<file path="config.mk">
export PLATFORM = sky130hd
export DESIGN_NAME = mem_arbiter
export DESIGN_NICKNAME = d
export VERILOG_FILES = /design/src/rtl/rv32i_types.sv /design/src/rtl/mbe_merge.sv /design/src/rtl/mem_arbiter.sv
export SDC_FILE = /design/constraint.sdc
export NUM_CORES = 1
export LEC_CHECK = 0
export CAP_MARGIN = 20
export CORE_MARGIN = 1
export CORE_UTILIZATION = 40
export DETAILED_ROUTE_END_ITERATION = 8
export PLACE_DENSITY = 0.75
export SLEW_MARGIN = 20
export SYNTH_ARGS = -nofsm -noshare
export SYNTH_HDL_FRONTEND = slang
export SYNTH_SLANG_ARGS = --single-unit
</file>
<file path="constraint.sdc">
create_clock -name clk -period 1.6 [get_ports clk]
set_input_delay 0.24 -clock clk [delete_from_list [all_inputs] [get_ports clk]]
set_output_delay 0.24 -clock clk [all_outputs]
set_load 0.1 [all_outputs]
</file>
<file path="src/rtl/rv32i_types.sv">
// Shared types for the memory arbiter: FSM state encoding, CPU word type
// and the physical-memory data width.
// Latency: n/a (types only). Backpressure: n/a.
package rv32i_types;

  localparam int PMEM_WIDTH = 64;

  typedef logic [31:0] rv32i_word;

  typedef enum logic [2:0] {
    IDLE     = 3'd0,
    I_RD     = 3'd1,
    D_RD     = 3'd2,
    D_RMW_RD = 3'd3,
    D_RMW_WR = 3'd4,
    RESP     = 3'd5
  } arb_state_t;

endpackage

</file>
<file path="src/rtl/mbe_merge.sv">
// Byte-enable merge: overlays the enabled bytes of a 32-bit word onto one half of a doubleword.
// Latency: purely combinational, zero cycles.
// Backpressure: none; output follows inputs.
// Ports: dword (original doubleword), word (new data), mbe (byte enables),
//        half (0 = low 32 bits, 1 = high 32 bits), merged (result).
module mbe_merge
  import rv32i_types::*;
(
  input  logic [PMEM_WIDTH-1:0] dword,
  input  rv32i_word             word,
  input  logic [3:0]            mbe,
  input  logic                  half,
  output logic [PMEM_WIDTH-1:0] merged
);

  always_comb begin
    merged = dword;
    for (int i = 0; i < 4; i++) begin
      if (mbe[i]) begin
        if (half) merged[32 + 8*i +: 8] = word[8*i +: 8];
        else      merged[8*i +: 8]      = word[8*i +: 8];
      end
    end
  end

endmodule

</file>
<file path="src/rtl/mem_arbiter.sv">
// Arbitrates a CPU instruction port and data port onto one 64-bit physical memory port.
// Latency: read = grant cycle + pmem latency + resp cycle; write = read-modify-write (two pmem transactions).
// Backpressure: CPU holds request until its resp pulse; pmem request held until pmem_resp.
// Ports: clk/rst (sync, active-high); instr_* (CPU fetch); data_* (CPU load/store with
//        byte enables); pmem_* (physical memory, doubleword addressed).
// Build option: MEM_ARBITER_RR_EN selects round-robin between contending ports
//        (data first after reset); otherwise data always wins.
module mem_arbiter
  import rv32i_types::*;
(
  input  logic                  clk,
  input  logic                  rst,
  // instruction port
  input  logic                  instr_read,
  input  logic [31:0]           instr_mem_address,
  output logic                  instr_mem_resp,
  output logic [31:0]           instr_mem_rdata,
  // data port
  input  logic                  data_read,
  input  logic                  data_write,
  input  logic [3:0]            data_mbe,
  input  logic [31:0]           data_mem_address,
  input  logic [31:0]           data_mem_wdata,
  output logic                  data_mem_resp,
  output logic [31:0]           data_mem_rdata,
  // physical memory
  output logic                  pmem_read,
  output logic                  pmem_write,
  output logic [31:0]           pmem_address,
  output logic [PMEM_WIDTH-1:0] pmem_wdata,
  input  logic [PMEM_WIDTH-1:0] pmem_rdata,
  input  logic                  pmem_resp
);

  arb_state_t            state, state_nxt;
  logic [31:2]           addr_q;
  rv32i_word             wdata_q;
  logic [3:0]            mbe_q;
  logic                  is_data_q;
  logic [PMEM_WIDTH-1:0] dword_q;
  rv32i_word             instr_rdata_q;
  rv32i_word             data_rdata_q;

  logic                  d_req, i_req, pick_data, grant;
  rv32i_word             sel_word;
  logic [PMEM_WIDTH-1:0] merged;

  assign d_req = data_read | data_write;
  assign i_req = instr_read;

`ifdef MEM_ARBITER_RR_EN
  // Set after data wins a contended grant, so instruction wins the next one.
  logic rr_instr_turn_q;
  assign pick_data = d_req & (~i_req | ~rr_instr_turn_q);
`else
  assign pick_data = d_req;
`endif

  assign grant    = (state == IDLE) & (d_req | i_req);
  assign sel_word = addr_q[2] ? pmem_rdata[63:32] : pmem_rdata[31:0];

  mbe_merge u_mbe_merge (
    .dword  (pmem_rdata),
    .word   (wdata_q),
    .mbe    (mbe_q),
    .half   (addr_q[2]),
    .merged (merged)
  );

  // State register
  always_ff @(posedge clk) begin
    if (rst) state <= IDLE;
    else     state <= state_nxt;
  end

  // Next-state logic
  always_comb begin
    state_nxt = state;
    unique case (state)
      IDLE: begin
        if (pick_data) begin
          // Write wins over a simultaneous read; an all-zero mask needs no pmem traffic.
          if (data_write) state_nxt = (data_mbe == 4'h0) ? RESP : D_RMW_RD;
          else            state_nxt = D_RD;
        end else if (i_req) begin
          state_nxt = I_RD;
        end
      end
      I_RD, D_RD: if (pmem_resp) state_nxt = RESP;
      D_RMW_RD:   if (pmem_resp) state_nxt = D_RMW_WR;
      D_RMW_WR:   if (pmem_resp) state_nxt = RESP;
      RESP:       state_nxt = IDLE;
      default:    state_nxt = IDLE;
    endcase
  end

  // Output logic
  always_comb begin
    pmem_read      = 1'b0;
    pmem_write     = 1'b0;
    pmem_address   = 32'h0;
    pmem_wdata     = '0;
    instr_mem_resp = 1'b0;
    data_mem_resp  = 1'b0;
    unique case (state)
      I_RD, D_RD, D_RMW_RD: begin
        pmem_read    = 1'b1;
        pmem_address = {addr_q[31:3], 3'b000};
      end
      D_RMW_WR: begin
        pmem_write   = 1'b1;
        pmem_address = {addr_q[31:3], 3'b000};
        pmem_wdata   = dword_q;
      end
      RESP: begin
        instr_mem_resp = ~is_data_q;
        data_mem_resp  = is_data_q;
      end
      default: ;
    endcase
  end

  // Request capture and response data
  always_ff @(posedge clk) begin
    if (rst) begin
      addr_q        <= '0;
      wdata_q       <= '0;
      mbe_q         <= '0;
      is_data_q     <= 1'b0;
      dword_q       <= '0;
      instr_rdata_q <= '0;
      data_rdata_q  <= '0;
    end else begin
      if (grant) begin
        addr_q    <= pick_data ? data_mem_address[31:2] : instr_mem_address[31:2];
        wdata_q   <= data_mem_wdata;
        mbe_q     <= data_mbe;
        is_data_q <= pick_data;
      end
      if (pmem_resp) begin
        if (state == I_RD)     instr_rdata_q <= sel_word;
        if (state == D_RD)     data_rdata_q  <= sel_word;
        if (state == D_RMW_RD) dword_q       <= merged;
      end
    end
  end

`ifdef MEM_ARBITER_RR_EN
  always_ff @(posedge clk) begin
    if (rst)                     rr_instr_turn_q <= 1'b0;
    else if (grant & d_req & i_req) rr_instr_turn_q <= pick_data;
  end
`endif

  assign instr_mem_rdata = instr_rdata_q;
  assign data_mem_rdata  = data_rdata_q;

endmodule

</file>
# Word level (Yosys, flattened, before mapping)
# Cells that the tools add are included.
# W data, S select, Z words.
# word_totals
regBits,198
mem_bits_ro,0
input_bits,170
memories,0
latch_bits,0
elab_cells,60
output_inout_bits,164
mem_bits_rw,0
# op_classes
addsub,0
order_cmp,0
shift,0
bitwise,4
reduce_logical,9
n_mux,31
div_mod_pow,0
multipliers,0
eq_ne,8
# ops
op,n
$mux W8,16
$mux W32,2
$mux W64,1
$mux W30,1
$mux W3,6
$pmux W3 S3,1
$eq A3 B2 Y1 const B,2
$eq A3 B3 Y1 const B,2
$reduce_and A2 Y1,3
$reduce_or A3 Y1,2
$logic_not A4 Y1,1
$mux W1,4
$reduce_or A4 Y1,1
$eq A3 B1 Y1 const B,1
$logic_not A3 Y1,1
$ne A3 B3 Y1 const B,1
$reduce_and A3 Y1,1
$ne A2 B1 Y1 const B,1
$ne A2 B2 Y1 const B,1
$or A1 B1 Y1,2
$and A1 B1 Y1,1
$not A1 Y1,1

# Longest topological paths before layout
# Gate-level depths: netlist of run 1.
# depth
ltp_word,5
depth_mapped,8
ltp_nobuf,4

# Modules after synthesis
# Synthesis of run 1 repeated with hierarchy kept, for this count alone.
# hier_totals
cells_unflattened,1081
hier_area_um2,9330.2
# modules_own_cells
module,seq_area_each_um2,n_inst,cells_per_inst,area_each_um2
mem_arbiter,3963.8,1,1004,8353.0
mbe_merge,0.0,1,77,977.2

# Least setup slack after synthesis of run 1
# No wires, ideal clock.
# synth_path
path_kind,reg-to-reg
start,register state[0]
end,register state[2]
period_less_slack_ns,2.475
required_time_ns,1.529
setup_slack_ns,-0.875
setup_ns,0.071
stages_incl_launch_ff,7
path_buffers,2
arrival_time_ns,2.403
cell_sequence,dfxtp_1 -> buf_2 -> nor2_1 -> clkbuf_1 -> nor2_1 -> a21oi_1 -> a21oi_1
# synth_via
elab_chain_len,4
word_cells_on_any_way,11
cone_classes,eq/ne: 7; mux: 1; reduce/logical: 3
# synth_rtl
element,line_no,rtl
start: declaration,mem_arbiter.sv:35,"arb_state_t state, state_nxt;"
start signal: assignment,mem_arbiter.sv:73,else state <= state_nxt;
"$eq A3 B1 Y1, or another cell as far along",mem_arbiter.sv:79,unique case (state)
$reduce_or A3 Y1 (no source line),n/a,
$ne A2 B1 Y1 (no source line),n/a,
$reduce_and A3 Y1 (no source line),n/a,
# Parallel ways exist; a longest one is shown, timed or not.
# A chain may end at the register's enable or synchronous reset.

# Worst setup path after layout of run 1
# layout_path
start,register state[0]
end,output port pmem_wdata[39]
# layout_via
elab_chain_len,2
# layout_rtl
element,line_no,rtl
$eq A3 B3 Y1,mem_arbiter.sv:105,unique case (state)
$mux W64,mem_arbiter.sv:105,
end: declaration,mem_arbiter.sv:30,"output logic [PMEM_WIDTH-1:0] pmem_wdata,"
# Every way passes these cells.

==> flow_summary.ini, run 1 <==
[run_status]
status = finished, violations left
violations = negative setup slack

[synthesis]
synth_cell_types = 33
netlist_area_mm2 = 0.008766
synth_top_area_share_pct = 45.22
ys_warn_count = 0
async_flop_share_pct = 0
synth_edf_count = 0
synth_flop_cell = dfxtp_1
yosysTopAreaCell = dfxtp_1
synthTopCellsByArea = dfxtp_1, a211oi_1, nand2_1
yosysSeqAreaShare_pct = 45.22
synthCells = 1056
syn_avg_cell_area_um2 = 8.301
ys_seq_elements = 198

[timing]
whs_ps = 214.1
tightest_slew_ps = 501.1
fin_crit_ps = 1982
max_freq_mhz = 504.4
setup_viol = 165
slew_viol_final = 0
slew_headroom_pct = 66.59
finalClockSkew_ps = 15.72
hold_viol_final = 0
rsz0062_at_grt = true
fin_crit_sh_pct = 123.9
finalWorstSetupSlack_ps = -382.4

[routing]
drt_iter0_markers = 638
drtPass1Iterations = 5
wl_per_cell_um = 22.67
drc_errors = 0
drtAntennaViolNets = 0
via_per_inst = 5.791
wirelength_um = 38590
via_count = 9856

[cts]
insertion_delay_ps = 450
clk_path_buf_depth = 2
cts_tree = built
cts_max_level = 4
root_buffer = clkbuf_16
clock_sinks = 198
clk_transition_reported_paths_ps = 80
cts_buffers = 17

[critical_path]
path_max_fanout = 17
critPathRequiredTime_ps = 1360
critPathMaxStageDelay_ps = 360
start_kind = flop
worstPathArrival_ps = 1740
crit_path_cell_trace = nor2_4, buf_4, buf_16, and3_4, buf_12
end_kind = output port
cpLargestDelayFamily = buffers and inverters
cp_slowest_cell = dfxtp_4
reg2reg_slack_ps = -260
crit_type = flop to output port
cp_num_buf_inv = 3

[floorplanning]
initial_core_util_pct = 41.31
dieHeight_um = 150.0
io_pins = 334
core-area_mm2 = 0.02122
die_w_um = 150.0
die-area_mm2 = 0.02251
fp-row-count = 53

[layout]
layout.cells.most_common_list = dfxtp_1, buf_12, clkdlybuf4s50_1
syn_to_final_growth_pct = 93.95
drive_gt1_share_pct = 37.59
layout_commonest_cell = dfxtp_1
fin_nets = 1583

[placement]
port_buffers = 326
globalplace.congestion = 0.8829
dp_slack_ps = -354.3
place_hpwl_um = 21780

[pwr]
ir_worst_vdd_mv = 1.254
static-leakage-power_uw = 0.006558
power.density_mw_per_mm2 = 1685

[worst_hold_path]
hold_class = input port to flop

[grt]
first_global_vias = 9238
grt_max_degree = 54
antenna_found_initial = 1
track_usage_pct = 29.11
grt_pass1_wl_um = 49850
grt-ovfl-total = 0

[job]
drv_cap = 0
[final cells by class]
type	count	area (um2)
Inverter	1	3.754
Antenna cell	1	2.502
Sequential cell	198	3979
Clock buffer	18	429.2
Fill cell	1303	4219
Timing Repair Buffer	443	6686
Clock inverter	14	182.7
Multi-Input combinational cell	752	5374
Tap cell	275	344.1
[sequential cells by signal (all words and copies together) (netlist names)]
| register | count |
|---|---|
| dword_q | 64 |
| data_mem_rdata | 32 |
| instr_mem_rdata | 32 |
| wdata_q | 32 |
| addr_q | 30 |
| mbe_q | 4 |
| state | 3 |
| is_data_q | 1 |
[path summary, 6_finish.rpt]
kind                                                from                  endpoint  cells past startpoint
worst max-delay path               state[0]$_SDFFE_PP0P_            pmem_wdata[39]                      5
worst min-delay path                                 rst   wdata_q[7]$_SDFFE_PP0P_                      2
worst max register to register     state[1]$_SDFFE_PP0P_   addr_q[12]$_SDFFE_PP0P_                      9
worst min register to register  wdata_q[26]$_SDFFE_PP0P_  wdata_q[26]$_SDFFE_PP0P_                      2
[per-stage QoR]
| stage | instances | cell area [um2] | utilization, % | TNS (ps) | total power (uW) |
|---|---|---|---|---|---|
| floorplan | 1058 | 9153 | - | -1566 | 15110 |
| finish | 1702 | 17000 | 80.12 | -39150 | 28640 |
| global placement | 1614 | 14600 | 68.80 | -29540 | 19880 |
| detailed placement | 1614 | 14600 | 68.80 | -38260 | 20090 |
| global route | 1702 | 17000 | 80.12 | -49700 | 29530 |
| CTS | 1669 | 15800 | 74.43 | -34470 | 26110 |
[routing by layer]
layer | track usage [%] | share of wire [%] | vias up
met5 | 0 | 0 | -
met4 | 10.61 | 4.3 | 0
met3 | 6.189 | 8.6 | 121
met2 | 51.11 | 50 | 535
met1 | 34.70 | 37 | 4771
li1 | - | - | 4429
[logic make-up (layout without fill, tap and decap cells)]
logic type	after synthesis	count (layout)	synth area share, %
multiplexers	64	64	7.308
AND/OR/NAND/NOR	481	481	24.52
other	1	4	0.04278
buffers and inverters	108	476	5.652
XOR/XNOR	1	1	0.09993
AO/OA/AOI/OAI	203	203	17.16
flip-flops	198	198	45.22
[Yosys cell counts, types with 2 or more instances]
master,n
buf_1,3
and3_1,65
nor2_1,166
nand2b_1,5
and2_1,30
buf_2,26
nand3_1,33
a311oi_1,62
nor3_4,2
buf_4,13
a211oi_1,96
nor2b_1,2
nand2_1,172
mux2i_1,64
dfxtp_1,198
a21oi_1,39
a22oi_1,2
clkbuf_1,63
[what timing repair did]
action / CTS / global route
cloned: 11 / 19
buffers inserted: 13 / 21
hold buffers: 0 / 0
endpoints found under the setup margin: 111 / 254
pin swaps: 37 / 86
gates resized for setup: 54 / 169
[report_power, final]
part           internal, uW  switching [uW]
registers              5960             962
logic                  7190           10000
clock network          2260            2230
total                 15400           13200
No activity file was read; power rests on OpenSTA's default activity.
==> inputs of run 2 (changes only) <==
--- a/config.mk
+++ b/config.mk
@@ -9,6 +9,8 @@
 export CORE_MARGIN = 1
 export CORE_UTILIZATION = 40
 export DETAILED_ROUTE_END_ITERATION = 8
+export GPL_ROUTABILITY_DRIVEN = 0
+export HOLD_SLACK_MARGIN = 0.06
 export PLACE_DENSITY = 0.75
 export SLEW_MARGIN = 20
 export SYNTH_ARGS = -nofsm -noshare
==> results of run 2 <==
No change in the layout: final DEF, timing and power equal those of run 1.
==> inputs of run 3 (changes only) <==
--- a/config.mk
+++ b/config.mk
@@ -11,7 +11,7 @@
 export DETAILED_ROUTE_END_ITERATION = 8
 export GPL_ROUTABILITY_DRIVEN = 0
 export HOLD_SLACK_MARGIN = 0.06
-export PLACE_DENSITY = 0.75
+export PLACE_DENSITY_LB_ADDON = 0.1
 export SLEW_MARGIN = 20
 export SYNTH_ARGS = -nofsm -noshare
 export SYNTH_HDL_FRONTEND = slang
==> flow_summary.ini, run 3 (synthesis results as in run 1) <==
[layout]
largest-register = dword_q
layout.cells.most_common_list = dfxtp_1, buf_12, nand2_1
layout_commonest_cell = dfxtp_1
drive_gt1_share_pct = 28.56
syn_to_final_growth_pct = 79.69
fin_nets = 1549
layout.cells.non_filler = 1666
largest_reg_flops = 64

[cts]
insertion_delay_ps = 430
cts_tree = built
clock_sinks = 198
clk_path_buf_depth = 2
clk_transition_reported_paths_ps = 80
cts_max_level = 4
cts_buffers = 17
ctsHoldBuffers = 0
root_buffer = clkbuf_16

[critical_path]
cp-startpoint = state[0]$_SDFFE_PP0P_
worstPathArrival_ps = 1680
timing.rr.start = state[2]$_SDFFE_PP0P_
critPathRequiredTime_ps = 1360
reg2reg_depth = 8
end_kind = output port
start_kind = flop
crit_type = flop to output port
path_max_fanout = 31

[timing]
finalWorstSetupSlack_ps = -321.0
rsz0062_at_grt = true
max_freq_mhz = 520.6
finalClockSkew_ps = 10.19
slew_viol_final = 0
fin_crit_ps = 1921
fin_crit_sh_pct = 120.1
setup_tns_ps = -32920
hold_viol_final = 0
setup_viol = 172

[worst_hold_path]
hold_start = rst
whs_path_depth = 2
hold_class = input port to flop

[routing]
drtPass1Iterations = 4
drt_iter0_markers = 423
wl_per_cell_um = 18.19
via_per_inst = 5.415
drc_errors = 0
wirelength_um = 30310
drtAntennaViolNets = 0
via_count = 9021

[floorplanning]
die_w_um = 150.0
dieHeight_um = 150.0
core-area_mm2 = 0.02122
initial_core_util_pct = 41.31
die-area_mm2 = 0.02251
fp-row-count = 53
io_pins = 334

[pwr]
static-leakage-power_uw = 0.006067
power.density_mw_per_mm2 = 1623
power_uw = 25560
ir_worst_vdd_mv = 1.026

[placement]
dp_slack_ps = -259.0
dp_cells = 1610
place_hpwl_um = 20700
port_buffers = 326

[grt]
first_global_vias = 8606
grt_pass1_wl_um = 45840
grt-ovfl-total = 0
antenna_found_initial = 0
grt_max_degree = 65
track_usage_pct = 26.27

[job]
drv_cap = 0

[run_status]
status = finished, violations left
violations = negative setup slack
## run 3: cell count changes in the layout (fill, tap and decap cells not counted), moves of 11 or more
cell       before  now
a311oi_2       23    0
a211oi_1       80   96
nor2_2         14    1
buf_6          18    5
nor2_1        142  161
a211oi_2       16    0
a21oi_1        12   30
a311oi_1       39   62
nand2_4        24    0
clkbuf_16      32   21
a21oi_2        27    9
nand2_1       144  171
## run 3: final timing paths
kind	end	slack, ps
worst max-delay path	pmem_address[7]	-320
worst min-delay path	wdata_q[29]$_SDFFE_PP0P_	210
worst max register to register	dword_q[48]$_SDFFE_PP0P_	-160
worst min register to register	wdata_q[19]$_SDFFE_PP0P_	470
## run 3: final cells by class
type | instances | area [um2]
antenna | 1 | 2.502
clock buffer | 17 | 425.4
clock inverter | 13 | 143.9
fill | 1539 | 5469
inverter | 1 | 3.754
multi-input combinational | 752 | 4771
sequential | 198 | 3974
tap | 275 | 344.1
timing repair buffer | 409 | 6087
## run 3: power by group
group          total (uW)  internal (uW)  switching (uW)
Sequential           6820           5950             864
Clock                4230           2190            2040
Combinational       14500           5940            8570
## run 3: layer usage
layer | GRT usage [%] | routed length, um | part of all wire, % | vias to the layer above
li1 | - | - | - | 4355
met4 | 8.535 | 724 | 2.4 | 0
met1 | 31.70 | 12470 | 41 | 4304
met2 | 45.93 | 15120 | 50 | 314
met3 | 5.884 | 1993 | 6.6 | 48
met5 | 0 | 0 | 0 | -
## run 3: worst max-delay path: stages, from the launching register on
cell and delay (ps):
dfxtp_2 340, nor2_4 170, xnor2_2 150, buf_12 210, and2_2 200, buf_12 170
## run 3: timing repair
item / CTS / global route
setup endpoints to repair: 102 / 249
gates resized for setup: 21 / 15
gates cloned: 6 / 4
setup buffers: 4 / 11
hold endpoints to repair: 0 / 0
pin swaps: 10 / 21
## run 3: through the flow
step / hold slack (ps) / utilization, % / instance area (um2)
final: 213.0 / 74.23 / 15750
after global routing: 216.8 / 74.22 / 15750
after CTS: 203.9 / 72.89 / 15470
after detailed placement: 462.9 / 68.77 / 14590
after global placement: 456.4 / 68.77 / 14590
after floorplan: 376.0 / - / 9153
